**src/rtl/siso_frame_sched_if.sv**
```systemverilog
// Parallel-in handshake and serial-out strobes of the frame scheduler.
// The producer/monitor side takes the master modport; the scheduler takes the slave modport.
interface siso_frame_sched_if #(
  parameter int WIDTH = 4
);
  logic [1:0]       in_valid;
  logic [WIDTH-1:0] in_data0;
  logic [WIDTH-1:0] in_data1;
  logic [1:0]       in_ready;
  logic             so;
  logic             so_valid;
  logic             so_first;
  logic             so_last;
  logic             so_src;
  logic             busy;

  modport master (
    output in_valid, in_data0, in_data1,
    input  in_ready, so, so_valid, so_first, so_last, so_src, busy
  );

  modport slave (
    input  in_valid, in_data0, in_data1,
    output in_ready, so, so_valid, so_first, so_last, so_src, busy
  );
endinterface

```
**src/rtl/siso_frame_sched.sv**
```systemverilog
// Round-robin two-requester scheduler feeding a WIDTH-bit MSB-first shift register,
// with first/last framing strobes and GAP idle cycles after every frame.
module siso_frame_sched #(
  parameter int WIDTH = 4,
  parameter int GAP   = 1
) (
  input  logic               clk,
  input  logic               rst_n,
  siso_frame_sched_if.slave  bus
);

  localparam int              CW      = (WIDTH > 1) ? $clog2(WIDTH) : 1;
  localparam logic [CW-1:0]   CNT_TOP = CW'(WIDTH - 1);
  localparam logic [3:0]      GAP_TOP = 4'((GAP > 0) ? GAP - 1 : 0);

  typedef enum logic [1:0] {
    ST_IDLE,
    ST_SHIFT,
    ST_GAP
  } state_t;

  state_t           r_state;
  state_t           w_state_nxt;
  logic [WIDTH-1:0] r_shreg;
  logic [CW-1:0]    r_bit_cnt;
  logic [3:0]       r_gap_cnt;
  logic             r_last_grant;
  logic             r_src;

  logic [1:0]       w_ready;
  logic             w_prio;
  logic             w_xfer;
  logic             w_sel;
  logic             w_shift;

  // Priority goes to whichever requester was not granted last.
  always_comb begin
    // NOTE: every combinational output gets a default first so no path leaves it unassigned (no latch).
    w_ready = 2'b00;
    w_prio  = ~r_last_grant;
    if (r_state == ST_IDLE) begin
      if (bus.in_valid[w_prio]) begin
        w_ready[w_prio] = 1'b1;
      end else if (bus.in_valid[~w_prio]) begin
        w_ready[~w_prio] = 1'b1;
      end
    end
  end

  assign w_xfer  = |w_ready;
  assign w_sel   = w_ready[1];
  assign w_shift = (r_state == ST_SHIFT);

  always_comb begin
    w_state_nxt = r_state;
    unique case (r_state)
      ST_IDLE:  if (w_xfer) w_state_nxt = ST_SHIFT;
      ST_SHIFT: if (r_bit_cnt == '0) w_state_nxt = (GAP > 0) ? ST_GAP : ST_IDLE;
      ST_GAP:   if (r_gap_cnt == 4'd0) w_state_nxt = ST_IDLE;
      default:  w_state_nxt = ST_IDLE;
    endcase
  end

  always_ff @(posedge clk or negedge rst_n) begin
    if (!rst_n) begin
      r_state <= ST_IDLE;
    end else begin
      // NOTE: sequential state uses non-blocking assignments so every register samples pre-edge values.
      r_state <= w_state_nxt;
    end
  end

  always_ff @(posedge clk or negedge rst_n) begin
    if (!rst_n) begin
      r_shreg      <= '0;
      r_bit_cnt    <= '0;
      r_gap_cnt    <= 4'd0;
      r_last_grant <= 1'b1;
      r_src        <= 1'b0;
    end else if (w_xfer) begin
      r_shreg      <= w_sel ? bus.in_data1 : bus.in_data0;
      r_bit_cnt    <= CNT_TOP;
      r_src        <= w_sel;
      r_last_grant <= w_sel;
    end else if (w_shift) begin
      r_shreg <= {r_shreg[WIDTH-2:0], 1'b0};
      if (r_bit_cnt != '0) begin
        r_bit_cnt <= r_bit_cnt - 1'b1;
      end else begin
        r_gap_cnt <= GAP_TOP;
      end
    end else if (r_state == ST_GAP) begin
      if (r_gap_cnt != 4'd0) r_gap_cnt <= r_gap_cnt - 1'b1;
    end
  end

  // Serial strobes are gated by SHIFT so they read zero outside a frame.
  assign bus.in_ready = w_ready;
  assign bus.so       = w_shift & r_shreg[WIDTH-1];
  assign bus.so_valid = w_shift;
  assign bus.so_first = w_shift && (r_bit_cnt == CNT_TOP);
  assign bus.so_last  = w_shift && (r_bit_cnt == '0);
  assign bus.so_src   = r_src;
  assign bus.busy     = (r_state != ST_IDLE);

endmodule
```
**src/flat_wrapper.sv**
```systemverilog
// flat-port wrapper written by rule: the top's interface ports become plain ports
module siso_frame_sched_flat 
#(
  parameter int WIDTH = 4,
  parameter int GAP   = 1
)
  (clk, rst_n, bus_in_valid, bus_in_data0, bus_in_data1, bus_in_ready, bus_so, bus_so_valid, bus_so_first, bus_so_last, bus_so_src, bus_busy);
  siso_frame_sched_if #(.WIDTH(WIDTH)) bus_i ();
  input  logic clk;
  input  logic rst_n;
  input wire logic [$bits(bus_i.in_valid)-1:0] bus_in_valid;
  input wire logic [$bits(bus_i.in_data0)-1:0] bus_in_data0;
  input wire logic [$bits(bus_i.in_data1)-1:0] bus_in_data1;
  output wire logic [$bits(bus_i.in_ready)-1:0] bus_in_ready;
  output wire logic [$bits(bus_i.so)-1:0] bus_so;
  output wire logic [$bits(bus_i.so_valid)-1:0] bus_so_valid;
  output wire logic [$bits(bus_i.so_first)-1:0] bus_so_first;
  output wire logic [$bits(bus_i.so_last)-1:0] bus_so_last;
  output wire logic [$bits(bus_i.so_src)-1:0] bus_so_src;
  output wire logic [$bits(bus_i.busy)-1:0] bus_busy;
  assign bus_i.in_valid = bus_in_valid;
  assign bus_i.in_data0 = bus_in_data0;
  assign bus_i.in_data1 = bus_in_data1;
  assign bus_in_ready = bus_i.in_ready;
  assign bus_so = bus_i.so;
  assign bus_so_valid = bus_i.so_valid;
  assign bus_so_first = bus_i.so_first;
  assign bus_so_last = bus_i.so_last;
  assign bus_so_src = bus_i.so_src;
  assign bus_busy = bus_i.busy;
  siso_frame_sched #(.WIDTH(WIDTH), .GAP(GAP)) u_core (.clk(clk), .rst_n(rst_n), .bus(bus_i));
endmodule
```
**config.mk**
```make
export PLATFORM = sky130hd
export DESIGN_NAME = siso_frame_sched_flat
export DESIGN_NICKNAME = d
export VERILOG_FILES = /design/src/rtl/siso_frame_sched_if.sv /design/src/rtl/siso_frame_sched.sv /design/src/flat_wrapper.sv
export SDC_FILE = /design/constraint.sdc
export NUM_CORES = 1
export LEC_CHECK = 0
export BUFFER_PORTS_ARGS = -buffer_cell sky130_fd_sc_hd__buf_2
export CORE_MARGIN = 2
export CORE_UTILIZATION = 55
export CTS_BUF_LIST = sky130_fd_sc_hd__clkbuf_4
export DETAILED_ROUTE_END_ITERATION = 10
export PLACE_DENSITY = 0.81
export SLEW_MARGIN = 40
export SYNTH_ARGS = -nofsm -noshare
export SYNTH_HDL_FRONTEND = slang
export SYNTH_SLANG_ARGS = --single-unit
```
**constraint.sdc**
```tcl
create_clock -name clk -period 2 [get_ports clk]
set_input_delay 0.2 -clock clk [delete_from_list [all_inputs] [get_ports clk]]
set_output_delay 0.2 -clock clk [all_outputs]
set_load 0.01 [all_outputs]
```
After elaboration in Yosys (flattened, before gate mapping)
Index checks and enable logic that the tools add are counted.

Bits of input ports: 12. Output and inout bits: 8. Word-level logic and storage cells: 65. Bits in registers: 14.

Reduce and logical (&&, ||, !) cells: 18. $lt $le $gt $ge: 4. Mux-type cells: 25. Add/subtract/negate cells: 2. Bitwise operators: 3. Equal/unequal tests: 7.

Operator list (count): two-way mux 4 bit (7); two-way mux 2 bit (9); nonzero test 2 bit (6); two-way mux 1 bit (6); one-hot mux 2 bit (3 select lines) (1); equality test 2 bit, second input constant (2); logical AND 1 bit (4); zero test 2 bit (2); zero test 4 bit (1); < comparator 1 x 2 -> 1 bit, second input constant (2); inequality test 2 x 1 -> 1 bit, second input constant (2); inequality test 2 bit, second input constant (2); AND reduction 4 bit (1); nonzero test 4 bit (1); subtractor 4 x 1 -> 4 bit, second input constant (1); AND reduction 3 bit (1); demux 1 bit (select 1 bit) (2); equality test 2 x 1 -> 1 bit, second input constant (1); >= comparator 1 bit, second input constant (2); NOT 1 bit (2); AND reduction 2 bit (1); OR reduction 2 bit (1); subtractor 2 x 1 -> 2 bit, second input constant (1); AND 1 bit (1).

Depth between registers and ports, before layout
Depth after elaboration: 10. Gate-level depth with buffers: 6. Gate-level depth less buffers: 5.

Worst setup path after synthesis
Ideal clock, no wire load.

Path kind: reg-to-reg. Start point: reg u_core.r_gap_cnt[0]. End point: reg u_core.r_state[0]. Cell stages (with the launch flop): 7. Path buffers: 1. Required time: 1872 ps. Slack: 250 ps. Arrival time: 1622 ps. Clock period less this slack: 1750 ps. Library setup time: 128 ps. Cells stage by stage: dfrtp_1 inv_1 ha_1 or3b_1 buf_2 a221oi_2 mux2_1.

Longest elaborated chain between the ends: 3.

RTL lines: start, declared (RTL line siso_frame_sched.sv:26) `logic [3:0] r_gap_cnt;`; start signal, assigned (RTL line siso_frame_sched.sv:93) `if (r_gap_cnt != 4'd0) r_gap_cnt <= r_gap_cnt - 1'b1;`; zero test 4 bit (RTL line siso_frame_sched.sv:59) `ST_GAP: if (r_gap_cnt == 4'd0) w_state_nxt = ST_IDLE;`; inequality test 2 x 1 -> 1 bit (no source line); AND reduction 3 bit (no source line); end signal, assigned (RTL line siso_frame_sched.sv:69) `r_state <= w_state_nxt;`; end, declared (RTL line siso_frame_sched.sv:22) `state_t r_state;`.

No other way between the ends. A chain may end at the register's enable or synchronous reset.

Final worst setup path
Ends and elaborated chain as after synthesis.

==> metrics.cfg <==
[status]
status=finished, final reports clean

[routing]
wl_per_cell_um=14.2
totalWireLength_mm=1.90
drt_iter0_markers=15
post_drt_via_cell_ratio=5.93
dr.pass1.iters=4
drtAntennaViolNets=0
drc=0
vias=794

[timing]
fmax_mhz=542
rsz0062_at_grt=no
fin_crit_sh=0.922
finalHoldViolations=0
whs_ps=158
setup_slack_ps=156
fin_setup_tns_ps=0
fin_crit_ps=1840
skew_ps=2.99
finalMaxSlewViolations=0
setup_viol=0
relSlewSlack=0.733
max_slew.worst_pin.slew_ps=398

[place]
gp_congestion=0.806
post-place-ws_ps=160
post-dp-hpwl_mm=1.49
io_buffer_count=19

[hold_path]
hold_path_depth=2
min_path_type=in2reg

[clocking]
clock_latency_ps=280
clockBufferDepth=2
cts_buffers=3
cts_tree=built
cts_resized=0
root_buffer=clkbuf_4
htreeDepth=1
clock-sinks=14
cts.clk_slew.worst_paths_ps=80

[yosys]
synth.top_cell.area_share=0.352
ys_ff_latch=14
yosys_warnings=0
synth_xor_xnor_area_share=0.00949
synthMuxAreaShare=0.0569
syn_inst=94
ys_types=33
synthSimpleGateAreaFrac=0.188
synth_nets=114
synth_edf_count=0
syn_area_um2=923
async_reset_ff_frac=1.00
synthFlopType=dfrtp_1
synth_compound_area_frac=0.182
synthMostInstantiatedCell=dfrtp_1
synth_top_family_by_area=simple AND/OR/NAND/NOR gates
yosys.area.top_type=dfrtp_1
synth-seq-area-share=0.381
synth_fa_ha_area_frac=0.108
avgSynthCellArea_um2=9.82
synth_common_cells=dfrtp_1 (13), inv_1 (12), nand2_1 (9)
netlist_top_cells_area=dfrtp_1 (35%), ha_1 (11%), inv_1 (4.9%)

[floorplan]
die_area_um2=2020
core_area_um2=1540
io_pins=20
die_w_um=45.0
rows=14
die-height_um=45.0
initial_utilization=0.599

[setup_path]
cp_data_required_time_ps=2170
crit_fanout=6
max_stage_delay_ps=450
path_depth=5
crit_buf_inv=1
cp_cell_sequence=inv_1, ha_1, or3b_1, a221oi_2, mux2_1
crit_type=reg2reg
end_kind=flop
crit_family=simple AND/OR/NAND/NOR gates
cp_slowest_cell=or3b_1
reg2reg_depth=5
startpoint_type=flop
cp.arrival_ps=2020

[grt]
overflow=0
grt_pass1_vias=776
grt_pass1_wl_mm=3.34
antenna_found_initial=0
grt_usage=0.230
grt_max_degree=15

[finish]
area_growth_syn_to_layout_pct=17.9
nFillCells=120
fin_nets=139
fin_util=0.706
drive_above_1_share=0.271
antennaDiodeCount=0

[flow_run]
cap_viol_max_count=0

[power]
vdd_drop_max_uv=911
p_leak_nw=0.550
power.density_nw_per_um2=1400

## placed cells by master (no fill, tap or decap), types with 4 or more instances in the layout
cell type and instances:
dfrtp_1 13, nor3_1 4, ha_1 8, buf_4 5
inv_1 12, buf_2 19, nand2_1 9, a211oi_1 5
## where the power goes
group / switching, mW / internal [mW]
Sequential: 0.0616 / 0.392
Combinational: 0.488 / 0.418
Clock: 0.0921 / 0.0725
## cell families (layout without fill, tap and decap cells)
group	Yosys count	in the layout
mux	5	5
xor+xnor	1	1
simple gates	29	29
buf+inv	17	41
flops	14	14
fa+ha+maj	8	8
compound gates	20	20
## per-stage QoR
stage / total power [mW] / instance area [um2] / instances
global route: 1.66 / 1090 / 134
floorplan: 1.07 / 923 / 94
CTS: 1.52 / 1090 / 134
finish: 1.52 / 1090 / 134
global placement: 1.33 / 1050 / 129
detailed placement: 1.35 / 1050 / 129
## per-layer routing
metal  global-route usage  vias up  part of all wire
met5                    0        -                 0
met3               0.0360        5             0.045
li1                     -      388                 -
met1                0.303      377              0.48
met2                0.377       24              0.46
met4               0.0941        0             0.015
## final timing paths
check,from,end,slack [ps]
hold / removal,bus_in_data0[0],u_core.r_shreg[0],160
setup reg to reg,u_core.r_gap_cnt[0],u_core.r_state[0],160
hold reg to reg,u_core.r_last_grant,u_core.r_last_grant,490
setup / recovery,u_core.r_gap_cnt[0],u_core.r_state[0],160
min in group asynchronous,rst_n,u_core.r_gap_cnt[3],320
max in group asynchronous,rst_n,u_core.r_last_grant,1380
## sequential cells by signal, indices dropped and copies added, names as in the netlist
signal	count
u_core.bus.so_src	1
u_core.r_bit_cnt	2
u_core.r_gap_cnt	4
u_core.r_last_grant	1
u_core.r_shreg	4
u_core.r_state	2
## cell type report
class                      instances  area, um2  area share
multi-input combinational         63        503       0.462
sequential                        14        352       0.323
timing repair buffer              25        143       0.131
inverter                          12       45.0      0.0414
clock buffer                       3       22.5      0.0207
tap                               16       20.0      0.0184
clock inverter                     1       3.75     0.00345
## timing repair
item / CTS / global route
endpoints found under the setup margin: 0 / 0
setup buffers: 0 / 0
hold buffers: 1 / 0
endpoints found under the hold margin: 13 / 0
(Power assumes the default switching activity.)
